<file path="config.mk">
export PLATFORM = sky130hd
export DESIGN_NAME = gray_to_binary_sync
export DESIGN_NICKNAME = d
export VERILOG_FILES = /design/src/rtl/gray_to_binary_sync.sv
export SDC_FILE = /design/constraint.sdc
export NUM_CORES = 1
export LEC_CHECK = 0
export ABC_AREA = 1
export CAP_MARGIN = 20
export CELL_PAD_IN_SITES_DETAIL_PLACEMENT = 1
export CELL_PAD_IN_SITES_GLOBAL_PLACEMENT = 1
export CORE_ASPECT_RATIO = 0.75
export CORE_MARGIN = 1.5
export CORE_UTILIZATION = 35
export CTS_BUF_LIST = sky130_fd_sc_hd__clkbuf_4 sky130_fd_sc_hd__clkbuf_8
export DETAILED_ROUTE_END_ITERATION = 8
export PLACE_DENSITY_LB_ADDON = 0.3
export SLEW_MARGIN = 20
export SYNTH_ARGS = -nofsm -noshare
export SYNTH_HDL_FRONTEND = slang
export SYNTH_SLANG_ARGS = --single-unit
export TNS_END_PERCENT = 20
</file>
<file path="constraint.sdc">
create_clock -name clk -period 2.83 [get_ports clk]
set_clock_uncertainty 0.15 [all_clocks]
set_input_delay 0.4245 -clock clk [delete_from_list [all_inputs] [get_ports clk]]
set_output_delay 0.4245 -clock clk [all_outputs]
set_load 0.05 [all_outputs]
</file>
<file path="src/rtl/gray_to_binary_sync.sv">
// gray_to_binary_sync
//   Receive side of a Gray-coded count that crosses into this clock domain.
//   The Gray word is passed through a plain flop synchroniser, decoded to
//   binary, and compared against the previous sample. Each sample produces a
//   change flag, a signed-modulo step (delta), and a step error flag when more
//   than one Gray bit moved at once. A saturating counter accumulates step
//   errors.
//
// Ports
//   clk         rising-edge clock
//   rst         asynchronous active-high reset
//   gray_in     Gray-coded count, asynchronous to clk
//   binary_out  registered decoded binary value
//   valid       binary_out holds a decoded sample taken since reset
//   changed     1-cycle pulse: new sample differs from previous
//   delta       (new - previous) binary, modulo 2^WIDTH
//   step_err    1-cycle pulse: new sample differs from previous in >1 bit
//   err_count   saturating count of step_err pulses
module gray_to_binary_sync #(
  parameter int WIDTH       = 4,
  parameter int SYNC_STAGES = 2
) (
  input  logic             clk,
  input  logic             rst,
  input  logic [WIDTH-1:0] gray_in,
  output logic [WIDTH-1:0] binary_out,
  output logic             valid,
  output logic             changed,
  output logic [WIDTH-1:0] delta,
  output logic             step_err,
  output logic [7:0]       err_count
);

  localparam int FILL_W = $clog2(SYNC_STAGES + 1);

  // Synchroniser chain; index 0 is the first flop, SYNC_STAGES-1 the last.
  logic [SYNC_STAGES-1:0][WIDTH-1:0] sync_reg;

  // Counts edges since reset until the last synchroniser stage holds a word
  // that was actually sampled from gray_in after reset. Until then the chain
  // only contains reset zeros, which must not be mistaken for a real sample
  // (doing so would report a bogus step against the first genuine value).
  logic [FILL_W-1:0] fill_reg;
  logic              chain_full;

  logic [WIDTH-1:0] prev_gray_reg;
  logic [WIDTH-1:0] s_last;
  logic [WIDTH-1:0] s_dec;
  logic [WIDTH-1:0] diff;
  logic             multi_bit;

  function automatic logic [WIDTH-1:0] gray_decode(input logic [WIDTH-1:0] g);
    logic [WIDTH-1:0] b;
    b[WIDTH-1] = g[WIDTH-1];
    for (int i = WIDTH - 2; i >= 0; i--) begin
      b[i] = b[i+1] ^ g[i];
    end
    return b;
  endfunction

  assign s_last     = sync_reg[SYNC_STAGES-1];
  assign s_dec      = gray_decode(s_last);
  assign diff       = s_last ^ prev_gray_reg;
  // More than one bit set <=> clearing the lowest set bit leaves something.
  assign multi_bit  = (diff & (diff - WIDTH'(1))) != '0;
  assign chain_full = (fill_reg == FILL_W'(SYNC_STAGES));

  // No logic between synchroniser stages: a straight shift of the raw word.
  always_ff @(posedge clk or posedge rst) begin
    if (rst) begin
      sync_reg <= '0;
    end else begin
      sync_reg <= {sync_reg[SYNC_STAGES-2:0], gray_in};
    end
  end

  always_ff @(posedge clk or posedge rst) begin
    if (rst) begin
      fill_reg <= '0;
    end else if (!chain_full) begin
      fill_reg <= fill_reg + FILL_W'(1);
    end
  end

  always_ff @(posedge clk or posedge rst) begin
    if (rst) begin
      binary_out    <= '0;
      prev_gray_reg <= '0;
      valid         <= 1'b0;
      changed       <= 1'b0;
      delta         <= '0;
      step_err      <= 1'b0;
      err_count     <= '0;
    end else begin
      changed  <= 1'b0;
      step_err <= 1'b0;
      if (chain_full) begin
        binary_out    <= s_dec;
        prev_gray_reg <= s_last;
        valid         <= 1'b1;
        if (valid) begin
          changed  <= (diff != '0);
          step_err <= multi_bit;
          delta    <= s_dec - binary_out;
          if (multi_bit && (err_count != 8'hFF)) begin
            err_count <= err_count + 8'd1;
          end
        end else begin
          // First sample only primes the comparison history.
          delta <= '0;
        end
      end
    end
  end

endmodule
</file>
# Word-level counts from Yosys, hierarchy flattened
# Index checks and enable logic that the tools add are counted.
# word_totals
register_bits	33
inputBits	6
# classes
add_sub_neg	4
eq_ne	2
n_mux	5
bitwise	5
reduce_logical	4
# ops
op	count
8-bit by 1-bit adder with 8-bit output (second input constant)	1
8-bit inequality test (second input constant)	1
4-bit nonzero test	2
4-bit bitwise AND	1
1-bit 2-to-1 mux	4
4-bit 2-to-1 mux	1
4-bit by 1-bit subtractor with 4-bit output (second input constant)	1
4-bit subtractor	1
4-bit bitwise XOR	1
3-bit AND reduction	1
1-bit bitwise XOR	3
2-bit by 1-bit adder with 2-bit output (second input constant)	1
2-bit equality test (second input constant)	1
1-bit logical AND	1

# Longest topological paths before layout
# logic_depth
ltp_word	6
mapped_depth	11

# Worst setup path after synthesis
# No wires, ideal clock.
# synth_path
path_kind	register to register
from	register sync_reg, in the netlist s_last[3]
to	register delta[2]
t_arrival_ns	1.781
required_time_ns	2.553
setup_slack_ns	0.772
path_stages_with_launch	12
path_buffers	0
cell_sequence	dfrtp_1 > xor2_1 > nand2_1 > nand2_1 > xor2_1 > inv_1 > ha_1 > fa_1 > inv_1 > nand2_1 > nand2_1 > o21ai_0
# synth_between
elab_chain_len	5
# synth_rtl
element	line_no	text
start, declared	37	logic [SYNC_STAGES-1:0][WIDTH-1:0] sync_reg;
start signal, assigned	73	sync_reg <= {sync_reg[SYNC_STAGES-2:0], gray_in};
1-bit bitwise XOR *	56	b[i] = b[i+1] ^ g[i];
via s_dec[2]	48	logic [WIDTH-1:0] s_dec;
1-bit bitwise XOR (2 in a row)	56	
4-bit subtractor *	104	delta <= s_dec - binary_out;
4-bit 2-to-1 mux *	101	if (valid) begin
end signal, assigned	104	
end, declared	29	output logic [WIDTH-1:0] delta,
# Mark *: on every way through the listed nets, which the timed path passes. The rest lies on a longest branch.
# A chain may end at the register's enable or synchronous reset.

# Worst setup path after layout
# layout_path
from	register sync_reg, in the netlist s_last[2]
to	register delta[2]
# The elaborated chain is that of the path after synthesis.

==> metrics.md <==
| Metric | Value |
|---|---|
| Critical path peak fanout | `5` |
| Outcome | `complete, no violations` |
| Vias | `1273` |
| Fmax | `438 MHz` |
| Multi-input combinational cell area | `618 sq um` |
| Postcts setup bufs | `0` |
| GR Util met3 | `4.58%` |
| Number of fill cells | `509` |
| Starting DRT DRC Count | `60` |
| Detailed Routing Iterations Pass 1 | `4` |
| CTS sink cnt | `32` |
| H-tree lvl count | `2` |
| Setup-failing EPs final | `0` |
| CORE AREA | `4100 sq um` |
| Routed Antenna Nets | `0` |
| Worst-Margin Slew | `517 ps` |
| Largest net degree at the start of global routing | `33` |
| Sequential-to-total area share from yosys stat | `52.5%` |
| Horiz. Die Dim | `79.2 um` |
| Syn Nets | `192` |
| Post-route core utilization | `47.0%` |
| Met2 Usage GRT | `32.8%` |
| WP data required | `2840 ps` |
| Most frequent cells in the layout | `nand2_1 (67), dfrtp_1 (32), clkdlybuf4s50_1 (24)` |
| Diodes inserted | `0` |
| Max reg flops | `8` |
| Hold WC Path Type | `reg -> reg` |
| CP Capture Type | `register` |
| Clock transition at the registers of the reported paths | `70 ps` |
| Final net count | `222` |
| CP Launch Type | `register` |
| Worst VDD drop | `0.280 mV` |
| CTS tree | `yes` |
| Ys async rst share | `100%` |
| Post-CTS sizing | `0` |
| Rel. slew slack | `65.4%` |
| First-pass GRT wire length | `6410 um` |
| Slew Limit Fails | `0` |
| DRC | `0` |
| GR peak layer | `met2` |
| Commonest non-fill, non-tap cell in the layout | `nand2_1` |
| EDFF count, synth | `0` |
| Synth top area share | `52.5%` |
| Unrepaired setup endpoints after global routing | `no` |
| Top cells by area, synth | `dfrtp_1 (53%), nand2_1 (16%), inv_1 (4.9%)` |
| Cells after synthesis | `180` |
| Die Height | `60.2 um` |
| Tcrit/Tclk final | `80.7%` |
| Share of cells above drive strength 1 | `6.64%` |
| Syn Area/Cell | `8.47 sq um` |
| Bufs on Longest Clock Path | `2` |
| Synth unique cells | `23` |
| Port Buffers | `24` |
| DR WL/cell | `14.3 um` |
| Kind of critical path | `reg -> reg` |
| Final WL | `3800 um` |
| GR Overflow Total | `0` |
| FF+latch area | `801 sq um` |
| P per Cell Area | `852 nW/um^2` |
| CTS Buf Count | `5` |
| GRT met1 Usage | `22.6%` |
| Mapped Area | `1530 sq um` |
| Dpl cells | `258` |
| Post-synthesis to final-layout area growth | `26.3%` |
| Routability cong. | `0.818` |
| Setup TNS Final | `0 ps` |
| Ys Warns | `0` |
| Avg Vias per Cell | `4.79` |
| Total power | `1640 uW` |
| I/O pins | `25` |
| Top reg by flops | `err_count` |
| Fin. Hold Viols | `0` |
| Placement row count | `20` |
| Period minus WS final | `2280 ps` |
| Vias in the first global route | `1337` |
| CTS root buffer | `clkbuf_8` |
| Maxcap violations | `0` |
| CTS hold repair buffers | `0` |
| Synth area leader | `dfrtp_1` |
| Seq cells post-synth | `32` |
| Initial antenna violation count | `0` |
| Global Route Usage Sum | `18.4%` |
| HPWL Detailed | `2820 um` |
| Top_reg_cell synth | `dfrtp_1` |
| Critical path arrival | `2300 ps` |
| Leakage power | `0.000956 uW` |
| Die area | `4770 sq um` |
| Fin cells | `266` |
| Worst-skew pair later-pin latency | `280 ps` |
| Initial core utilization | `37.2%` |
==> synth_stat cells, types with 2 or more instances <==
library cell	instances
a21oi_1	3
inv_1	20
nand3_1	9
nor2_1	8
nand4_1	6
nand2_1	67
ha_1	5
xnor2_1	2
a31oi_1	2
o21ai_0	11
xor2_1	4
dfrtp_1	32
==> report_power, final <==
part / total (uW) / internal (uW) / switching (uW)
sequential: 617 / 538 / 79.5
clock: 382 / 217 / 165
combinational: 642 / 206 / 436
==> path summary, 6_finish.rpt <==
path | start | end | slack (ps) | depth (start not counted)
max | s_last[2] | delta[2] | 550 | 11
min | sync_reg[0] | s_last[0] | 200 | 0
max reg2reg | s_last[2] | delta[2] | 550 | 11
min reg2reg | sync_reg[0] | s_last[0] | 200 | 0
max in group asynchronous | rst | s_last[2] | 1850 | 3
min in group asynchronous | rst | err_count[0] | 380 | 3
==> metal layers <==
layer | vias to the layer above | part of all wire, %
li1 | 627 | -
met1 | 619 | 46
met2 | 23 | 50
met3 | 4 | 3.4
met4 | 0 | 0.58
met5 | - | 0
==> through the flow <==
step / hold WS (ps) / area [sq um] / setup slack [ps]
after floorplan: 181 / 1530 / 772
after global placement: 183 / 1830 / 690
after detailed placement: 186 / 1830 / 505
after CTS: 201 / 1930 / 481
after global routing: 225 / 1930 / 312
final: 200 / 1930 / 545
==> area by class of cell <==
cell class / instances / share of cell area, %
repair buffers: 27 / 13.6
clock buffers: 8 / 5.06
flip-flops and latches: 32 / 41.6
well taps: 55 / 3.57
multi-input cells: 123 / 32.1
inverters: 21 / 4.09
==> cell families (layout without fill, tap and decap cells) <==
kind of cell / count (synthesis) / after routing / synth area share [%]
xor+xnor: 6 / 6 / 3.45
fa+ha+maj: 6 / 6 / 5.41
flops: 32 / 32 / 52.5
simple gates: 95 / 95 / 26.3
buf+inv: 25 / 56 / 6.97
compound gates: 16 / 16 / 5.41
==> worst max-delay path, stage by stage, from the launching register on <==
cell and delay [ps]:
dfrtp_1 450, xor2_1 230, nand2_1 80, nand2_1 160
xor2_1 200, inv_1 70, ha_1 210, fa_1 360
inv_1 80, nand2_1 50, nand2_1 50, o21ai_0 70
Note: power is estimated with default switching activity, not from simulation.
